<file path="config.mk">
export PLATFORM = sky130hd
export DESIGN_NAME = mips_run_monitor
export DESIGN_NICKNAME = d
export VERILOG_FILES = /design/src/rtl/mips_run_monitor.sv
export SDC_FILE = /design/constraint.sdc
export NUM_CORES = 1
export LEC_CHECK = 0
export ABC_AREA = 1
export CORE_ASPECT_RATIO = 1.5
export CORE_MARGIN = 2
export CORE_UTILIZATION = 53
export CTS_CLUSTER_DIAMETER = 60
export DETAILED_ROUTE_END_ITERATION = 6
export PLACE_DENSITY = 0.86
export SLEW_MARGIN = 10
export SYNTH_ARGS = -nofsm -noshare
export SYNTH_HDL_FRONTEND = slang
export SYNTH_SLANG_ARGS = --single-unit
</file>
<file path="constraint.sdc">
create_clock -name clk -period 3.9 [get_ports clk]
set_input_delay 0.585 -clock clk [delete_from_list [all_inputs] [get_ports clk]]
set_output_delay 0.585 -clock clk [all_outputs]
set_load 0.1 [all_outputs]
</file>
<file path="src/rtl/mips_run_monitor.sv">
// rtl/mips_run_monitor.sv - run control, halt capture and register-file dump for the MIPS core
// Define MIPS_RUN_MONITOR_CHECKSUM_EN to add the dump_sum output.
module mips_run_monitor #(
  parameter int DATA_W    = 32,
  parameter int NUM_REGS  = 32,
  parameter int IDX_W     = 5,
  parameter int PC_W      = 32,
  parameter int MAX_CYC   = 820,
  parameter int STALL_CYC = 8,
  parameter int CNT_W     = 16
) (
  input  logic              clk,
  input  logic              rst_n,
  input  logic              start,
  input  logic [PC_W-1:0]   pc_in,
  output logic              cpu_run,
  output logic [IDX_W-1:0]  rf_raddr,
  input  logic [DATA_W-1:0] rf_rdata,
  output logic              dump_valid,
  input  logic              dump_ready,
  output logic [IDX_W-1:0]  dump_idx,
  output logic [DATA_W-1:0] dump_data,
  output logic              dump_last,
  output logic [PC_W-1:0]   final_pc,
  output logic [1:0]        halt_cause,
  output logic [CNT_W-1:0]  cycles,
`ifdef MIPS_RUN_MONITOR_CHECKSUM_EN
  output logic [DATA_W-1:0] dump_sum,
`endif
  output logic              done
);

  localparam int SW       = (STALL_CYC > 1) ? $clog2(STALL_CYC) : 1;
  localparam int STALL_M1 = (STALL_CYC > 0) ? STALL_CYC - 1 : 0;
  localparam int MAX_M1   = (MAX_CYC > 0) ? MAX_CYC - 1 : 0;

  if (NUM_REGS < 2) begin : g_chk_regs
    $error("NUM_REGS must be at least 2");
  end
  if ((64'd1 << IDX_W) < 64'(NUM_REGS)) begin : g_chk_idx
    $error("IDX_W too narrow for NUM_REGS");
  end
  if (64'(MAX_CYC) >= (64'd1 << CNT_W)) begin : g_chk_budget
    $error("MAX_CYC must be below 2**CNT_W");
  end

  typedef enum logic [2:0] {S_IDLE, S_RUN, S_ADDR, S_DATA, S_SEND, S_DONE} state_t;

  state_t            state_q, state_d;
  logic [CNT_W-1:0]  cycles_q, cycles_d;
  logic [SW-1:0]     stall_q, stall_d;
  logic [PC_W-1:0]   prev_pc_q, prev_pc_d;
  logic [PC_W-1:0]   final_pc_q, final_pc_d;
  logic [1:0]        cause_q, cause_d;
  logic [IDX_W-1:0]  idx_q, idx_d;
  logic [IDX_W-1:0]  dump_idx_q, dump_idx_d;
  logic [DATA_W-1:0] dump_data_q, dump_data_d;
  logic              dump_last_q, dump_last_d;

  logic launch, accept, pc_eq, budget_hit, stall_hit;

  assign launch     = start && ((state_q == S_IDLE) || (state_q == S_DONE));
  assign accept     = (state_q == S_SEND) && dump_ready;
  assign pc_eq      = (pc_in == prev_pc_q);
  assign budget_hit = (MAX_CYC != 0) && (cycles_q == CNT_W'(MAX_M1));
  // Counter holds the number of equal cycles already seen, so this cycle is the STALL_CYC-th.
  assign stall_hit  = (STALL_CYC != 0) && pc_eq && (stall_q == SW'(STALL_M1));

  always_comb begin
    state_d     = state_q;
    cycles_d    = cycles_q;
    stall_d     = stall_q;
    prev_pc_d   = prev_pc_q;
    final_pc_d  = final_pc_q;
    cause_d     = cause_q;
    idx_d       = idx_q;
    dump_idx_d  = dump_idx_q;
    dump_data_d = dump_data_q;
    dump_last_d = dump_last_q;
    case (state_q)
      S_IDLE, S_DONE: begin
        if (launch) begin
          cycles_d   = '0;
          stall_d    = '0;
          prev_pc_d  = pc_in;
          final_pc_d = '0;
          cause_d    = 2'b00;
          idx_d      = '0;
          state_d    = S_RUN;
        end
      end
      S_RUN: begin
        if (cycles_q != '1) cycles_d = cycles_q + CNT_W'(1);
        stall_d   = pc_eq ? stall_q + SW'(1) : '0;
        prev_pc_d = pc_in;
        if (budget_hit || stall_hit) begin
          final_pc_d = pc_in;
          cause_d    = {stall_hit, budget_hit};
          state_d    = S_ADDR;
        end
      end
      S_ADDR: state_d = S_DATA;
      S_DATA: begin
        dump_data_d = rf_rdata;
        dump_idx_d  = idx_q;
        dump_last_d = (idx_q == IDX_W'(NUM_REGS - 1));
        state_d     = S_SEND;
      end
      S_SEND: begin
        if (accept) begin
          dump_last_d = 1'b0;
          if (dump_last_q) begin
            state_d = S_DONE;
          end else begin
            idx_d   = idx_q + IDX_W'(1);
            state_d = S_ADDR;
          end
        end
      end
      default: state_d = S_IDLE;
    endcase
  end

  always_ff @(posedge clk or negedge rst_n) begin
    if (!rst_n) begin
      state_q     <= S_IDLE;
      cycles_q    <= '0;
      stall_q     <= '0;
      prev_pc_q   <= '0;
      final_pc_q  <= '0;
      cause_q     <= 2'b00;
      idx_q       <= '0;
      dump_idx_q  <= '0;
      dump_data_q <= '0;
      dump_last_q <= 1'b0;
    end else begin
      state_q     <= state_d;
      cycles_q    <= cycles_d;
      stall_q     <= stall_d;
      prev_pc_q   <= prev_pc_d;
      final_pc_q  <= final_pc_d;
      cause_q     <= cause_d;
      idx_q       <= idx_d;
      dump_idx_q  <= dump_idx_d;
      dump_data_q <= dump_data_d;
      dump_last_q <= dump_last_d;
    end
  end

`ifdef MIPS_RUN_MONITOR_CHECKSUM_EN
  logic [DATA_W-1:0] sum_q, sum_d;

  always_comb begin
    sum_d = sum_q;
    if (launch)      sum_d = '0;
    else if (accept) sum_d = sum_q + dump_data_q;
  end

  always_ff @(posedge clk or negedge rst_n) begin
    if (!rst_n) sum_q <= '0;
    else        sum_q <= sum_d;
  end

  assign dump_sum = sum_q;
`endif

  assign cpu_run    = (state_q == S_RUN);
  assign rf_raddr   = idx_q;
  assign dump_valid = (state_q == S_SEND);
  assign dump_idx   = dump_idx_q;
  assign dump_data  = dump_data_q;
  assign dump_last  = dump_last_q;
  assign final_pc   = final_pc_q;
  assign halt_cause = cause_q;
  assign cycles     = cycles_q;
  assign done       = (state_q == S_DONE);

endmodule

</file>
==> metrics.txt <==
Synth top area share=52.9%; Cell Area, Synth=a little over 0.006 mm^2; WP depth=1; gr usage total=26.0%; Yosys cell types=37; layout cells sized above 1=a little over 10%; hold buffer count at cts=0; Critical Path AT=2060 ps; H-tree Lvls=4; site row count=48; Slew @ Worst Pin=roughly 1100 ps; HPWL Detailed=roughly 11,000 um; minimum clock period=between 2000 and 3000 ps; Post-synth EDFFs=0; Worst-Skew Late Latency=~420 ps; final net count=between 900 and 1,000; sequential fraction of the synthesis area=a little over half; min-delay worst type=input pin to async pin; Setup crit end kind=output port; # DRC=0; Max Root-Sink Buffers=2; antenna viol nets, final=0; CTS Sinks=131; register bit count reported by yosys=approximately 130; I/O Pins=164; worst setup path startpoint=cycles[3]; syn_nets=784; reg-to-reg critical path endpoint=state_q[2]; worst hold slack=between 200 and 300 ps; first-pass GRT wire length=approximately 25,000 um; Yosys top cell by area=dfrtp_1; Final Hold Vio Count=0; DRT Wirelength=between 15,000 and 20,000 um; CP Class=flip-flop to output port; FFs w/ async S/R, synth=100%; FILL cells=between 800 and 900; Ys Warns=0; Worst R2R Start=cycles[0]; critical path data required time=3310 ps; via count=5,351; WL/cell=between 15 and 20 um; CTS tree=built; clock transition at the registers of the reported paths=around 60 ps; final clock skew=roughly 9.0 ps; RSZ-0062 raised after global routing=false; post-cts resize count=0; CTS buffer count=17; Multi-input gate area=around 0.0025 mm^2; initial antenna violation count=0; status=complete, no violations; Die H=approximately 140 um; setup TNS=0 ps; cells after synthesis=711; fin crit share=between 60% and 70%; crit-path max cell delay=1180 ps; setup slack, reg-to-reg=1540 ps; Die Width=a little over 90 um; commonest non-fill, non-tap cell in the layout=nand2_1; initial drt markers=around 300; synth top area cells=dfrtp_1, nand2_1, mux2_2; n_diodes=0; CP Launch Type=flip-flop; pin count of the biggest net entering global routing=109; port buffer count=about 160; area grow syn2layout=38.6%; # setup viols final=0; vias per cell=just over 5; Starting Density=54.0%; full die area=between 0.01 and 0.015 mm^2; grt total ovfl=0; routability cong.=about 0.86; max-slew violations=0; Worst Reg-to-Reg Cells=9; most frequent cells in the layout=nand2_1, clkdlybuf4s50_1, dfrtp_1, inv_1, nor2_1; Post-CTS Repair Setup Buffers=0; mean post-synth cell area=between 8 and 9 um^2; drt first pass iters=5; Core ar.=between 0.01 and 0.015 mm^2; CP bufs+invs=1; relative slew slack=around 28%; number of global-route vias before repair=about 5,400; Worst path slowest cell=clkdlybuf4s50_1; maxcap violations=0; area taken by flip-flops and latches=about 0.0033 mm^2; area of placed instances=0.00790 mm^2; worst-path cell chain=clkdlybuf4s50_1; Achievable Freq=approximately 380 MHz; fin area=between 0.008 and 0.009 mm^2; critical path's top delay family=buffers and inverters; root buf cell=clkbuf_16; ys flop type=dfrtp_1; critical-path maximum fanout=6
through the flow:
step / utilization (%) / setup WS (ps) / std cells
after floorplan: - / 1440 / 711
after global placement: 68.9 / 1280 / 1003
after detailed placement: 68.9 / 1240 / 1003
after CTS: 74.8 / 1250 / 1035
after global routing: 74.8 / 1210 / 1035
final: 74.8 / 1250 / 1035
how the worst max path moves through the flow:
stage | end | slack, ps
2_1_floorplan | cycles[10] | 1440
4_1_cts | cycles[3] | 1250
5_1_grt | cycles[3] | 1210
3_5_place_dp | state_q[0] | 1240
6_report | cycles[3] | 1250
3_3_place_gp | state_q[2] | 1280
cell usage after synthesis, types with 2 or more instances:
cell type / count
a21oi_1: 2
buf_2: 10
buf_4: 9
clkbuf_1: 5
dfrtp_1: 131
ha_1: 5
inv_1: 70
inv_2: 8
mux2_2: 32
nand2_1: 213
nand2_2: 2
nand2_4: 2
nand3_1: 51
nand4_1: 9
nor2_1: 57
nor3_1: 13
nor4_1: 2
o21a_1: 2
o21ai_0: 37
o21ai_1: 11
o22ai_1: 3
xnor2_1: 19
xor2_1: 4
layer usage:
| layer | GRT usage [%] | share of wire, % | vias to the layer above |
|---|---|---|---|
| met4 | 10.9 | 2.4 | 0 |
| met5 | 0 | 0 | - |
| met1 | 30.2 | 38 | 2551 |
| li1 | - | - | 2577 |
| met2 | 46.5 | 55 | 189 |
| met3 | 5.60 | 4.7 | 34 |
logic make-up after synthesis:
kind of cell	share of synthesized area (%)
buffers and inverters	6.99
and+or+nand+nor	24.4
adders and majority gates	1.01
DFF	52.9
AOI/OAI and AO/OA	5.59
xor gates and xnor gates	3.25
muxes	5.82
sequential cells by signal, indices dropped and copies added (netlist names), 2 cells and up:
signal	cells
prev_pc_q	32
final_pc	32
cycles	16
halt_cause	2
state_q	3
rf_raddr	5
dump_idx	5
stall_q	3
dump_data	32
final cells by class:
| type | count | area share (%) |
|---|---|---|
| clock buffers | 20 | 5.32 |
| clock inverters | 12 | 2.62 |
| inverters | 78 | 3.41 |
| multi-input cells | 477 | 29.0 |
| flip-flops and latches | 131 | 38.2 |
| well taps | 150 | 2.19 |
| repair buffers | 167 | 19.3 |
Power is left out: the tool's default activity adds up to more than one toggle a clock period on the data nets, which glitch-free logic cannot reach.
